`src/rtl/synth_param_bank_pkg.sv`:
```
// Shared FSM encoding, parameter indices and default limit tables for synth_param_bank.
package synth_param_bank_pkg;

  typedef enum logic [1:0] {StIdle, StHold, StRepeat} state_e;

  localparam int unsigned PARAM_AMP = 0;
  localparam int unsigned PARAM_ATT = 1;
  localparam int unsigned PARAM_DEC = 2;
  localparam int unsigned PARAM_SUS = 3;
  localparam int unsigned PARAM_REL = 4;

  localparam int unsigned DEFAULT_NUM_PARAMS = PARAM_REL + 1;
  localparam int unsigned DEFAULT_WIDTH      = 31;

  localparam logic [DEFAULT_WIDTH-1:0] DEFAULT_TOP = DEFAULT_WIDTH'(1 << 30);
  localparam logic [DEFAULT_WIDTH-1:0] DEFAULT_ZERO = '0;

  localparam logic [DEFAULT_NUM_PARAMS*DEFAULT_WIDTH-1:0] DEFAULT_MIN_FLAT = '0;
  localparam logic [DEFAULT_NUM_PARAMS*DEFAULT_WIDTH-1:0] DEFAULT_MAX_FLAT =
      {DEFAULT_NUM_PARAMS{DEFAULT_TOP}};
  // Param 0 sits in the LSBs.
  localparam logic [DEFAULT_NUM_PARAMS*DEFAULT_WIDTH-1:0] DEFAULT_DEF_FLAT =
      {DEFAULT_TOP, DEFAULT_ZERO, DEFAULT_TOP, DEFAULT_ZERO, DEFAULT_TOP};

endpackage

```
`src/rtl/param_sat_step.sv`:
```
// Saturating add/subtract of one value; the extra carry bit prevents wrap and underflow.
module param_sat_step
  import synth_param_bank_pkg::*;
#(
  parameter int unsigned WIDTH = DEFAULT_WIDTH
) (
  input  logic [WIDTH-1:0] val,
  input  logic [WIDTH-1:0] min,
  input  logic [WIDTH-1:0] max,
  input  logic [WIDTH-1:0] step,
  input  logic             dir,
  output logic [WIDTH-1:0] next
);

  logic [WIDTH:0] w_sum;
  logic [WIDTH:0] w_diff;

  always_comb begin
    w_sum  = {1'b0, val} + {1'b0, step};
    w_diff = {1'b0, val} - {1'b0, step};
    if (dir) begin
      next = (w_sum > {1'b0, max}) ? max : w_sum[WIDTH-1:0];
    end else begin
      next = (w_diff[WIDTH] || (w_diff[WIDTH-1:0] < min)) ? min : w_diff[WIDTH-1:0];
    end
  end

endmodule

```
`src/rtl/synth_param_bank.sv`:
```
// Bank of editable synth parameters with edge-triggered inc/dec, hold-to-repeat and restore.
module synth_param_bank
  import synth_param_bank_pkg::*;
#(
  parameter int unsigned NUM_PARAMS   = DEFAULT_NUM_PARAMS,
  parameter int unsigned WIDTH        = DEFAULT_WIDTH,
  parameter int unsigned SEL_W        = 3,
  parameter int unsigned STEP         = 1 << 24,
  parameter int unsigned REPEAT_DELAY = 25_000_000,
  parameter int unsigned REPEAT_RATE  = 5_000_000,
  parameter logic [NUM_PARAMS*WIDTH-1:0] MIN_FLAT = DEFAULT_MIN_FLAT,
  parameter logic [NUM_PARAMS*WIDTH-1:0] MAX_FLAT = DEFAULT_MAX_FLAT,
  parameter logic [NUM_PARAMS*WIDTH-1:0] DEF_FLAT = DEFAULT_DEF_FLAT
) (
  input  logic                        clk,
  input  logic                        reset,
  input  logic [SEL_W-1:0]            sel,
  input  logic                        inc,
  input  logic                        dec,
  input  logic                        restore,
  output logic [NUM_PARAMS*WIDTH-1:0] params_flat,
  output logic [WIDTH-1:0]            sel_value,
  output logic                        changed,
  output logic                        at_limit
);

  localparam logic [WIDTH-1:0] StepW     = WIDTH'(STEP);
  localparam logic [31:0]      DelayLast = 32'(REPEAT_DELAY - 1);
  localparam logic [31:0]      RateLast  = 32'(REPEAT_RATE - 1);

  state_e           r_state_q, w_state_d;
  logic [31:0]      r_cnt_q, w_cnt_d;
  logic             r_dir_q, w_dir_d;
  logic [WIDTH-1:0] r_params_q [NUM_PARAMS];
  logic [SEL_W-1:0] r_sel_q;
  logic             r_inc_q, r_dec_q, r_restore_q;
  logic             r_inc_arm_q, r_dec_arm_q, r_restore_arm_q;
  logic             r_changed_q;

  logic             w_sel_valid;
  logic [WIDTH-1:0] w_cur, w_min, w_max, w_def, w_step_next, w_new;
  logic             w_inc_rise, w_dec_rise, w_restore_rise, w_held;
  logic             w_step, w_step_dir, w_load, w_we;

  assign w_sel_valid = 32'(sel) < NUM_PARAMS;

  always_comb begin
    w_cur = '0;
    w_min = '0;
    w_max = '0;
    w_def = '0;
    for (int unsigned i = 0; i < NUM_PARAMS; i++) begin
      if (32'(sel) == i) begin
        w_cur = r_params_q[i];
        w_min = MIN_FLAT[i*WIDTH +: WIDTH];
        w_max = MAX_FLAT[i*WIDTH +: WIDTH];
        w_def = DEF_FLAT[i*WIDTH +: WIDTH];
      end
    end
  end

  // An input held through reset must be seen low once before it can count as an edge.
  assign w_inc_rise     = inc & ~r_inc_q & r_inc_arm_q;
  assign w_dec_rise     = dec & ~r_dec_q & r_dec_arm_q;
  assign w_restore_rise = restore & ~r_restore_q & r_restore_arm_q;
  assign w_held         = r_dir_q ? inc : dec;

  always_comb begin
    w_state_d  = r_state_q;
    w_cnt_d    = r_cnt_q;
    w_dir_d    = r_dir_q;
    w_step     = 1'b0;
    w_step_dir = r_dir_q;
    w_load     = 1'b0;
    if (w_restore_rise && w_sel_valid) begin
      w_load    = 1'b1;
      w_state_d = StIdle;
      w_cnt_d   = '0;
    end else if (inc && dec) begin
      w_state_d = StIdle;
      w_cnt_d   = '0;
    end else begin
      case (r_state_q)
        StIdle: begin
          if (w_sel_valid && (w_inc_rise || w_dec_rise)) begin
            w_step     = 1'b1;
            w_step_dir = w_inc_rise;
            w_dir_d    = w_inc_rise;
            w_state_d  = StHold;
            w_cnt_d    = '0;
          end
        end
        StHold, StRepeat: begin
          if (!w_held || (sel != r_sel_q)) begin
            w_state_d = StIdle;
            w_cnt_d   = '0;
          end else if (r_cnt_q == ((r_state_q == StHold) ? DelayLast : RateLast)) begin
            w_step    = 1'b1;
            w_state_d = StRepeat;
            w_cnt_d   = '0;
          end else begin
            w_cnt_d = r_cnt_q + 32'd1;
          end
        end
        default: begin
          w_state_d = StIdle;
          w_cnt_d   = '0;
        end
      endcase
    end
  end

  param_sat_step #(
    .WIDTH(WIDTH)
  ) u_sat_step (
    .val (w_cur),
    .min (w_min),
    .max (w_max),
    .step(StepW),
    .dir (w_step_dir),
    .next(w_step_next)
  );

  assign w_we  = w_load | w_step;
  assign w_new = w_load ? w_def : w_step_next;

  always_ff @(posedge clk or negedge reset) begin
    if (!reset) begin
      r_state_q       <= StIdle;
      r_cnt_q         <= '0;
      r_dir_q         <= 1'b0;
      r_sel_q         <= '0;
      r_inc_q         <= 1'b0;
      r_dec_q         <= 1'b0;
      r_restore_q     <= 1'b0;
      r_inc_arm_q     <= 1'b0;
      r_dec_arm_q     <= 1'b0;
      r_restore_arm_q <= 1'b0;
      r_changed_q     <= 1'b0;
      for (int unsigned i = 0; i < NUM_PARAMS; i++) begin
        r_params_q[i] <= DEF_FLAT[i*WIDTH +: WIDTH];
      end
    end else begin
      r_state_q       <= w_state_d;
      r_cnt_q         <= w_cnt_d;
      r_dir_q         <= w_dir_d;
      r_sel_q         <= sel;
      r_inc_q         <= inc;
      r_dec_q         <= dec;
      r_restore_q     <= restore;
      r_inc_arm_q     <= r_inc_arm_q | ~inc;
      r_dec_arm_q     <= r_dec_arm_q | ~dec;
      r_restore_arm_q <= r_restore_arm_q | ~restore;
      r_changed_q     <= w_we && (w_new != w_cur);
      for (int unsigned i = 0; i < NUM_PARAMS; i++) begin
        if (w_we && (32'(sel) == i)) begin
          r_params_q[i] <= w_new;
        end
      end
    end
  end

  for (genvar g = 0; g < NUM_PARAMS; g++) begin : gen_flat
    assign params_flat[g*WIDTH +: WIDTH] = r_params_q[g];
  end

  assign sel_value = w_sel_valid ? w_cur : '0;
  assign at_limit  = w_sel_valid && ((w_cur == w_min) || (w_cur == w_max));
  assign changed   = r_changed_q;

endmodule

```
`config.mk`:
```
export PLATFORM = sky130hd
export DESIGN_NAME = synth_param_bank
export DESIGN_NICKNAME = d
export VERILOG_FILES = /design/src/rtl/synth_param_bank_pkg.sv /design/src/rtl/param_sat_step.sv /design/src/rtl/synth_param_bank.sv
export SDC_FILE = /design/constraint.sdc
export NUM_CORES = 1
export LEC_CHECK = 0
export CELL_PAD_IN_SITES_DETAIL_PLACEMENT = 1
export CELL_PAD_IN_SITES_GLOBAL_PLACEMENT = 1
export CORE_MARGIN = 3
export CORE_UTILIZATION = 35
export CTS_BUF_LIST = sky130_fd_sc_hd__clkbuf_4
export DETAILED_ROUTE_END_ITERATION = 8
export PLACE_DENSITY = 0.74
export SETUP_SLACK_MARGIN = 0.5
export SLEW_MARGIN = 20
export SYNTH_ARGS = -nofsm -noshare
export SYNTH_HDL_FRONTEND = slang
export SYNTH_SLANG_ARGS = --single-unit
```
`constraint.sdc`:
```
create_clock -name clk -period 6.8 [get_ports clk]
set_input_delay 0.68 -clock clk [delete_from_list [all_inputs] [get_ports clk]]
set_output_delay 0.68 -clock clk [all_outputs]
set_load 0.01 [all_outputs]
```
==> run_results.csv, run 1 <==
group,metric,value,unit
logic_synthesis,async_flop_share,1.000,
setup_path,cp.required,6.12,ns
sta,hold_viol_final,0,
drt,avgViaCountPerCell,5.341,
sta,finalMaxSlewViolations,0,
logic_synthesis,yosys.area.top_type,"dfrtp_1",
clocking,cts_setup_buffers,0,
die,core,27330,µm²
cells_and_area,fin_nets,1226,
clocking,cts_made_buffers,17,
drt,first_iter_violations,532,
grt,grt_pass1_wl,53.49,mm
sta,rsz0062_at_grt,"false",
placement,dp_hpwl,23.54,mm
sta,tightest_slew,1.113,ns
logic_synthesis,synthTopCellsByArea,"dfrtp_1 50%, nand2_1 7.5%, o21ai_0 7.5%",
clocking,clkSinkCount,200,
cells_and_area,layout_common_cells,"197 x dfrtp_1, 196 x nand2_1, 191 x clkdlybuf4s50_1",
logic_synthesis,ys_seq_elements,200,
run,cap_violations,0,
pwr,p_leak,0.005340,µW
logic_synthesis,yosysUniqueCellTypes,59,
sta,post-route-period-util,0.7318,
worst_hold_path,hold_class,"input pin to asynchronous set/reset pin",
die,die_h,173.9,µm
logic_synthesis,synth_nets,1056,
die,initial_core_util,0.3609,
logic_synthesis,synth_area,9861,µm²
die,ios,196,
die,die_w,173.9,µm
sta,post-route-min-period,4.976,ns
setup_path,ff2ff_setup_slack,2.76,ns
sta,max_slew_margin,0.2551,
placement,place_inst,1563,
pwr,seqPwrFrac,0.463,
logic_synthesis,yosysTopAreaCellShare,0.4999,
sta,fin_tns_setup,0,ns
drt,ant_nets,0,
logic_synthesis,ys.flop_type,"dfrtp_1",
clocking,cts_tree,"built",
placement,globalplace.congestion,0.8432,
die,rows,60,
drt,drc,0,
setup_path,startpoint,"sel[0]",
sta,worst_clock_skew,0.04636,ns
clocking,cts-hold-fix-buffers,0,
pwr,comb_power_share,0.321,
clocking,worstSkewPairLatency,0.64,ns
cells_and_area,drive_above_1_share,0.09329,
cells_and_area,final_common_cell,"dfrtp_1",
setup_path,cp-start-kind,"input pin",
pwr,clockPowerShare,0.217,
placement,numPortBuffers,195,
pwr,vdd_ir_drop_max,0.1310,mV
run_status,status,"finished, final reports clean",
logic_synthesis,synth_warnings,0,
setup_path,worstPathArrival,4.30,ns
grt,antenna_found_initial,1,
grt,grt_max_degree,107,
logic_synthesis,ys_seq_area_frac,0.5079,
clocking,cts_buffer_depth,2,
setup_path,r2r-start,"params_flat[56]$_DFFE_PN0P_",
grt,grt_pass1_vias,9160,
sta,max_freq,201.0,MHz
cells_and_area,area_delta_synth_final,26.20,%
cells_and_area,stdcell_count,1595,
logic_synthesis,netlist_instances,1040,
clocking,h-tree-depth,4,
grt,track_usage,0.2244,
pwr,internal_power,1941,µW
clocking,cts_root_buffer,"clkbuf_4",
drt,wirelength,33.44,mm
grt,overflow,0,
clocking,clk_pin_slew_worst_paths,0.15,ns
logic_synthesis,avgSynthCellArea,9.481,µm²
clocking,cts_resized,0,
pwr,sw_frac_of_total,0.3735,
pwr,p_sw,1157,µW
logic_synthesis,synth_edf_count,0,
drt,drt-pass1-iter-count,4,
drt,num_vias,8519,
setup_path,crit_type,"input pin to output port",
sta,finalSetupViolCount,0,
die,die-area,30220,µm²
pwr,power_density,248.9,nW/µm²
drt,wire_per_inst,20.97,µm
setup_path,critPathMaxFanout,21,
setup_path,critPathCaptureType,"output port",
## state kept, by name (all words and copies together) (netlist names)
register,flops
r_inc_q,1
r_state_q,2
r_inc_arm_q,1
r_dec_arm_q,1
r_dec_q,1
r_restore_arm_q,1
r_sel_q,3
r_restore_q,1
changed,1
params_flat,155
r_cnt_q,32
r_dir_q,1
## final timing paths
| path | end | cells past startpoint |
|---|---|---|
| setup / recovery | at_limit | 10 |
| hold / removal | r_cnt_q[20]$_DFFE_PN0P_ | 1 |
| setup reg to reg | params_flat[56]$_DFFE_PN0P_ | 15 |
| hold reg to reg | r_dec_arm_q$_DFF_PN0_ | 1 |
| max in group asynchronous | params_flat[106]$_DFFE_PN0P_ | 2 |
| min in group clk | r_dec_arm_q$_DFF_PN0_ | 1 |
## metrics by stage
stage | utilization | total power, µW | instance area, µm² | setup slack [ns] | hold WS, ns
2_1_floorplan | - | 1936 | 9861 | 3.072 | 0.3844
3_3_place_gp | 0.4440 | 2430 | 12130 | 1.771 | 0.4420
3_5_place_dp | 0.4440 | 2445 | 12130 | 1.604 | 0.4473
4_1_cts | 0.4553 | 3123 | 12440 | 1.818 | 0.1337
5_1_grt | 0.4554 | 3267 | 12440 | 1.723 | 0.1610
6_report | 0.4554 | 3098 | 12440 | 1.824 | 0.1605
## cell families (layout without fill, tap and decap cells)
group | count (synthesis) | after routing | synth area share
AND/OR/NAND/NOR | 382 | 382 | 0.1856
AO/OA/AOI/OAI | 256 | 256 | 0.1460
flip-flops | 200 | 200 | 0.5079
buffers and inverters | 104 | 286 | 0.04428
multiplexers | 63 | 63 | 0.08197
XOR/XNOR | 27 | 27 | 0.02398
adder cells (fa/ha/maj) | 8 | 8 | 0.01015
other | 0 | 1 | 0
## synth_stat cells (4+ instances only)
master,number
clkbuf_1,41
a21oi_1,29
a31oi_1,17
o21ai_0,147
nor3_1,12
mux2i_1,29
o22ai_1,12
ha_1,8
o31ai_1,11
nand2b_1,22
inv_1,44
o21ai_1,16
nand4_1,10
nor2b_1,15
buf_2,10
or3_1,5
or2_2,4
nor4_1,7
nor2_1,53
mux4_2,12
nand2b_4,10
xor2_1,10
dfrtp_1,197
nand3_1,19
and3_1,11
nand2_1,198
mux2_2,22
nand3b_1,5
xnor2_1,17
## routing by layer
layer	routed length (µm)	share of wire	track usage
met1	15180	0.45	0.3010
met2	15710	0.47	0.3623
met3	2102	0.063	0.06570
met4	452	0.014	0.04725
met5	0	0	0
## worst max-delay path, cell delays in order
cell	delay, ns
buf_2	0.47
buf_4	0.41
mux4_2	0.55
nor2b_1	0.14
a31oi_1	0.15
inv_1	0.12
a2111oi_1	0.75
nand2_1	0.21
nor2_1	0.22
clkdlybuf4s50_1	0.57
## power groups by stage
| stage | clock network, µW | registers (µW) | logic [µW] |
|---|---|---|---|
| 3_5_place_dp | 0 | 1450 | 990 |
| 3_3_place_gp | 0 | 1450 | 976 |
| 5_1_grt | 745 | 1450 | 1070 |
| 4_1_cts | 692 | 1430 | 998 |
| 2_1_floorplan | 0 | 1460 | 474 |
| 6_report | 671 | 1430 | 994 |
## final cells by class
type                            count  area, µm²
Fill cell                        3154      14880
Clock buffer                       17      127.6
Tap cell                          372      465.4
Clock inverter                     14      180.2
Inverter                           44      165.2
Timing Repair Buffer              211       2061
Multi-Input combinational cell    736       4434
Sequential cell                   200       5009
Antenna cell                        1      2.502
Power figures use the tool's default switching activity.
==> run 2: changes to the inputs <==
--- a/config.mk
+++ b/config.mk
@@ -11,7 +11,7 @@
 export CORE_UTILIZATION = 35
 export CTS_BUF_LIST = sky130_fd_sc_hd__clkbuf_4
 export DETAILED_ROUTE_END_ITERATION = 8
-export PLACE_DENSITY = 0.74
+export PLACE_DENSITY = 0.77
 export SETUP_SLACK_MARGIN = 0.5
 export SLEW_MARGIN = 20
 export SYNTH_ARGS = -nofsm -noshare
==> constraint.sdc (replaced) <==
create_clock -name clk -period 4.5 [get_ports clk]
set_input_delay 0.45 -clock clk [delete_from_list [all_inputs] [get_ports clk]]
set_output_delay 0.45 -clock clk [all_outputs]
set_load 0.01 [all_outputs]
==> run_results.csv, run 2 (synthesis gave the netlist of run 1 again) <==
group,metric,value,unit
sta,fin_tns_setup,0,ns
grt,overflow,0,
clocking,h-tree-depth,4,
setup_path,worstPathArrival,3.41,ns
setup_path,crit_type,"register to output port",
pwr,vdd_ir_drop_max,0.2189,mV
cells_and_area,largest_reg_flops,155,
cells_and_area,stdcell_area,12770,µm²
setup_path,cp.required,4.05,ns
sta,max_freq,259.0,MHz
die,ios,196,
setup_path,reg2reg_to,"params_flat[51]$_DFFE_PN0P_",
clocking,cts_root_buffer,"clkbuf_4",
sta,finalMaxSlewViolations,0,
drt,avgViaCountPerCell,5.404,
clocking,cts_tree,"built",
pwr,power,4774,µW
setup_path,critical_path.endpoint,"at_limit",
die,rows,60,
drt,num_vias,8797,
die,die_h,173.9,µm
drt,drt-pass1-iter-count,6,
cells_and_area,fin_nets,1258,
setup_path,reg2regPathDepth,19,
placement,globalplace.congestion,0.8924,
setup_path,path_depth,9,
clocking,worstSkewPairLatency,0.63,ns
grt,grt_pass1_wl,54.14,mm
clocking,cts_made_buffers,17,
run_status,status,"finished, final reports clean",
placement,place_area,12330,µm²
sta,post-route-min-period,3.861,ns
drt,wire_per_inst,21.27,µm
setup_path,critPathMaxFanout,3,
worst_hold_path,hold_class,"input pin to register",
setup_path,cp-start-kind,"register",
cells_and_area,final_common_cell,"dfrtp_1",
setup_path,critPathCaptureType,"output port",
drt,first_iter_violations,585,
grt,track_usage,0.2266,
die,die_w,173.9,µm
sta,whs,0.07204,ns
die,core,27330,µm²
cells_and_area,drive_above_1_share,0.1235,
clocking,clk_pin_slew_worst_paths,0.21,ns
setup_path,crit_chain,"mux4_2 -> nor2b_1 -> a31oi_1 -> inv_1 -> a2111oi_2 -> buf_4 -> nand2_1 -> nor2_2 -> clkdlybuf4s50_1",
pwr,power_density,373.9,nW/µm²
run,cap_violations,0,
sta,worst_clock_skew,0.04298,ns
drt,ant_nets,0,
setup_path,startpoint,"params_flat[68]$_DFFE_PN0P_",
sta,tightest_slew,0.8345,ns
setup_path,r2r-start,"params_flat[137]$_DFFE_PN0P_",
setup_path,crit_buf_inv,3,
clocking,clkSinkCount,200,
sta,hold_viol_final,0,
die,initial_core_util,0.3609,
drt,wirelength,34.62,mm
setup_path,cp_top_family,"buffers and inverters",
cells_and_area,layout_common_cells,"197 x dfrtp_1, 196 x nand2_1, 191 x clkdlybuf4s50_1",
setup_path,crit_slowest_cell,"clkdlybuf4s50_1",
setup_path,ff2ff_setup_slack,0.64,ns
pwr,p_leak,0.005507,µW
placement,numPortBuffers,195,
grt,grt_max_degree,87,
placement,dp_hpwl,24.57,mm
sta,post-route-period-util,0.8581,
drt,drc,0,
grt,grt_pass1_vias,9388,
sta,rsz0062_at_grt,"true",
clocking,cts_buffer_depth,2,
sta,max_slew_margin,0.4437,
setup_path,max_stage_delay,0.55,ns
cells_and_area,area_delta_synth_final,29.49,%
grt,antenna_found_initial,1,
die,die-area,30220,µm²
sta,finalSetupViolCount,0,
-- run 2: cell type report --
| type | instances | area (µm²) |
|---|---|---|
| repair buffers | 243 | 2344 |
| clock inverters | 15 | 175.2 |
| flip-flops and latches | 200 | 5009 |
| multi-input cells | 736 | 4481 |
| inverters | 44 | 165.2 |
| well taps | 372 | 465.4 |
| diodes | 1 | 2.502 |
| fillers | 3151 | 14560 |
| clock buffers | 17 | 127.6 |
-- run 2: worst min path at each step --
stage / start / to / slack (ns) / cells past startpoint
floorplan: reset / changed$_DFF_PN0_ / 0.15 / 0
global placement: r_inc_arm_q$_DFF_PN0_ / r_inc_arm_q$_DFF_PN0_ / 0.44 / 1
detailed placement: r_inc_arm_q$_DFF_PN0_ / r_inc_arm_q$_DFF_PN0_ / 0.45 / 1
CTS: sel[1] / r_sel_q[1]$_DFF_PN0_ / 0.01 / 1
global route: sel[1] / r_sel_q[1]$_DFF_PN0_ / 0.01 / 1
finish: sel[1] / r_sel_q[1]$_DFF_PN0_ / 0.07 / 1
-- run 2: power by group --
group	switching [µW]	internal (µW)	total (µW)	leakage (µW)
logic	839	768	1610	0.00263
registers	186	1980	2170	0.00272
clock network	743	259	1000	0.000156
total	1770	3010	4770	0.00551
-- run 2: stage by stage --
step | std cells | setup slack, ns | utilization
2_1_floorplan | 1040 | 1.002 | -
3_3_place_gp | 1584 | 0.3065 | 0.4512
3_5_place_dp | 1584 | 0.2563 | 0.4512
4_1_cts | 1625 | 0.5278 | 0.4653
5_1_grt | 1628 | 0.4532 | 0.4673
6_report | 1628 | 0.6387 | 0.4673
-- run 2: timing repair --
| item | CTS | global route |
|---|---|---|
| pin swaps | 1 | 3 |
| setup buffers | 8 | 2 |
| endpoints found under the hold margin | 80 | 0 |
| hold buffers | 1 | 0 |
| resized for setup | 3 | 26 |
| endpoints found under the setup margin | 1 | 144 |
-- run 2: metal layers --
metal,GRT usage,up-vias,share of wire
met2,0.3623,260,0.47
met5,0,-,0
met3,0.05278,50,0.059
li1,-,3990,-
met1,0.3059,4497,0.45
met4,0.07205,0,0.024
-- run 2: worst reg2reg max path: cells and delay by family, from the launching register on --
family	cells	cell delay (ns)
AOI/OAI and AO/OA	5	1.07
buffers and inverters	9	1.01
DFF	1	0.43
muxes	1	0.27
and+or+nand+nor	4	0.99
==> run 3: changes to the inputs <==
==> constraint.sdc (replaced) <==
create_clock -name clk -period 3.4 [get_ports clk]
set_input_delay 0.34 -clock clk [delete_from_list [all_inputs] [get_ports clk]]
set_output_delay 0.34 -clock clk [all_outputs]
set_load 0.01 [all_outputs]
==> run_results.csv, run 3 (synthesis gave the netlist of run 1 again) <==
group,metric,value,unit
run_status,status,"finished, final reports clean",
die,core,27330,µm²
setup_path,max_stage_delay,0.43,ns
pwr,p_sw,2739,µW
cells_and_area,drive_above_1_share,0.2481,
cells_and_area,fin_nets,1345,
die,die_w,173.9,µm
grt,overflow,0,
setup_path,r2r-start,"params_flat[56]$_DFFE_PN0P_",
pwr,sw_frac_of_total,0.3779,
sta,post-route-period-util,0.9758,
worst_hold_path,whs_path_depth,1,
clocking,cts_buffer_depth,2,
sta,whs,0.2212,ns
cells_and_area,largest_reg_flops,155,
drt,wirelength,38.14,mm
cells_and_area,final_common_cell,"dfrtp_1",
setup_path,critPathMaxFanout,6,
sta,rsz0062_at_grt,"true",
cells_and_area,stdcell_count,1715,
drt,avgViaCountPerCell,5.410,
setup_path,worstPathArrival,3.86,ns
sta,max_freq,301.4,MHz
setup_path,crit_chain,"mux2_4 -> a32o_2 -> nor2_4 -> inv_2 -> ha_4 -> nand2_2 -> nor3_2 -> xnor2_1 -> ha_1 -> and3_1 -> nand4_1 -> a211oi_2 -> o21ai_4 -> bufbuf_16 -> nand2b_4 -> o21ai_0",
pwr,comb_power_share,0.410,
sta,setup_slack,0.08225,ns
pwr,seqPwrFrac,0.397,
sta,worst_clock_skew,0.04656,ns
cells_and_area,layout_common_cells,"196 x dfrtp_1, 194 x nand2_1, 176 x clkdlybuf4s50_1",
setup_path,reg2reg_to,"params_flat[65]$_DFFE_PN0P_",
placement,place_inst,1638,
sta,finalMaxSlewViolations,0,
setup_path,crit_slowest_cell,"dfrtp_1",
pwr,power_density,509.6,nW/µm²
sta,tightest_slew,1.010,ns
grt,grt_pass1_vias,10080,
drt,drt-pass1-iter-count,5,
die,rows,60,
drt,drc,0,
die,initial_core_util,0.3609,
die,ios,196,
worst_hold_path,hold_path_startpoint,"restore",
sta,hold_viol_final,0,
drt,num_vias,9278,
clocking,worstSkewPairLatency,0.65,ns
placement,dp_hpwl,25.71,mm
drt,wire_per_inst,22.24,µm
setup_path,critPathCaptureType,"register",
placement,numPortBuffers,195,
cells_and_area,fillCellCount,3087,
pwr,vdd_ir_drop_max,0.2764,mV
worst_hold_path,holdPathEnd,"r_restore_q$_DFF_PN0_",
setup_path,crit_buf_inv,2,
placement,place_area,12940,µm²
cells_and_area,stdcell_area,14220,µm²
clocking,h-tree-depth,4,
setup_path,cp_top_family,"compound AO/OA/AOI/OAI gates",
run,cap_violations,0,
grt,grt_max_degree,116,
sta,finalSetupViolCount,0,
pwr,internal_power,4508,µW
worst_hold_path,hold_class,"input pin to register",
die,die_h,173.9,µm
setup_path,reg2regPathDepth,16,
die,die-area,30220,µm²
setup_path,cp-start-kind,"register",
drt,ant_nets,0,
clocking,clk_pin_slew_worst_paths,0.22,ns
sta,max_slew_margin,0.3267,
grt,track_usage,0.2460,
pwr,power,7247,µW
grt,antenna_found_initial,1,
cells_and_area,area_delta_synth_final,44.21,%
clocking,cts_root_buffer,"clkbuf_4",
drt,first_iter_violations,484,
setup_path,cp.required,3.94,ns
setup_path,crit_type,"register to register",
clocking,cts_tree,"built",
grt,grt_pass1_wl,58.40,mm
placement,globalplace.congestion,0.8760,
pwr,clockPowerShare,0.193,
setup_path,ff2ff_setup_slack,0.08,ns
placement,dp_slack,-0.2311,ns
clocking,cts_made_buffers,17,
clocking,clkSinkCount,200,
pwr,p_leak,0.006466,µW
sta,post-route-min-period,3.318,ns
## run 3: cell types whose count changed in the layout (fill, tap and decap cells not counted), moves of 12 or more
cell             before  now
o21ai_1              33   78
o21ai_0             130   45
mux2_4                0   12
clkdlybuf4s50_1     191  176
nand2b_4             10   23
o21ai_2               1   41
buf_4                45  115
mux2_2               22   10
## run 3: cell type report
cell class / count / area [µm²] / area share
Timing Repair Buffer: 330 / 3213 / 0.2260
Antenna cell: 1 / 2.502 / 0.0001760
Multi-Input combinational cell: 736 / 5049 / 0.3550
Clock inverter: 15 / 187.7 / 0.01320
Sequential cell: 200 / 5010 / 0.3523
Tap cell: 372 / 465.4 / 0.03273
Inverter: 44 / 165.2 / 0.01161
Clock buffer: 17 / 127.6 / 0.008975
## run 3: worst reg2reg max path: stages, from the launching register on
cell	delay, ns
dfrtp_1	0.43
mux2_4	0.28
a32o_2	0.27
nor2_4	0.12
inv_2	0.06
ha_4	0.16
nand2_2	0.06
nor3_2	0.04
xnor2_1	0.21
ha_1	0.27
and3_1	0.14
nand4_1	0.13
a211oi_2	0.11
o21ai_4	0.35
bufbuf_16	0.36
nand2b_4	0.14
o21ai_0	0.08
## run 3: worst max path at each step
stage	from	endpoint	slack, ns	depth (start not counted)
2_1_floorplan	sel[1]	params_flat[82]$_DFFE_PN0P_	0.36	17
3_3_place_gp	sel[0]	params_flat[52]$_DFFE_PN0P_	-0.11	13
3_5_place_dp	sel[0]	params_flat[21]$_DFFE_PN0P_	-0.23	13
4_1_cts	params_flat[56]$_DFFE_PN0P_	params_flat[103]$_DFFE_PN0P_	0.19	17
5_1_grt	params_flat[56]$_DFFE_PN0P_	params_flat[105]$_DFFE_PN0P_	-0.04	17
6_report	params_flat[56]$_DFFE_PN0P_	params_flat[65]$_DFFE_PN0P_	0.08	16
## run 3: power groups by stage
stage	Sequential [µW]	Clock, µW	Combinational, µW
after floorplan	2930	0	1020
after detailed placement	2910	0	2320
after global routing	2900	1520	3150
final	2880	1400	2970
after CTS	2850	1420	2810
after global placement	2910	0	2270
## run 3: metal layers
layer  track usage  routed length [µm]  vias to the layer above
li1              -                   -                     4177
met1        0.3267               16250                     4724
met2        0.4035               18530                      316
met3       0.06242                2538                       61
met4       0.06233                 830                        0
met5             0                   0                        -
## run 3: stage by stage
step,setup TNS [ns],util
floorplan,0,-
global placement,-8.786,0.4735
detailed placement,-15.32,0.4735
CTS,0,0.5103
global route,-0.1565,0.5204
finish,0,0.5204
## run 3: repair_timing
| item | CTS | global route |
|---|---|---|
| pin swaps | 66 | 4 |
| hold buffers | 1 | 0 |
| cloned | 3 | 0 |
| endpoints found under the setup margin | 162 | 183 |
| setup buffers | 25 | 15 |
| hold endpoints to repair | 110 | 0 |
| gates resized for setup | 194 | 43 |
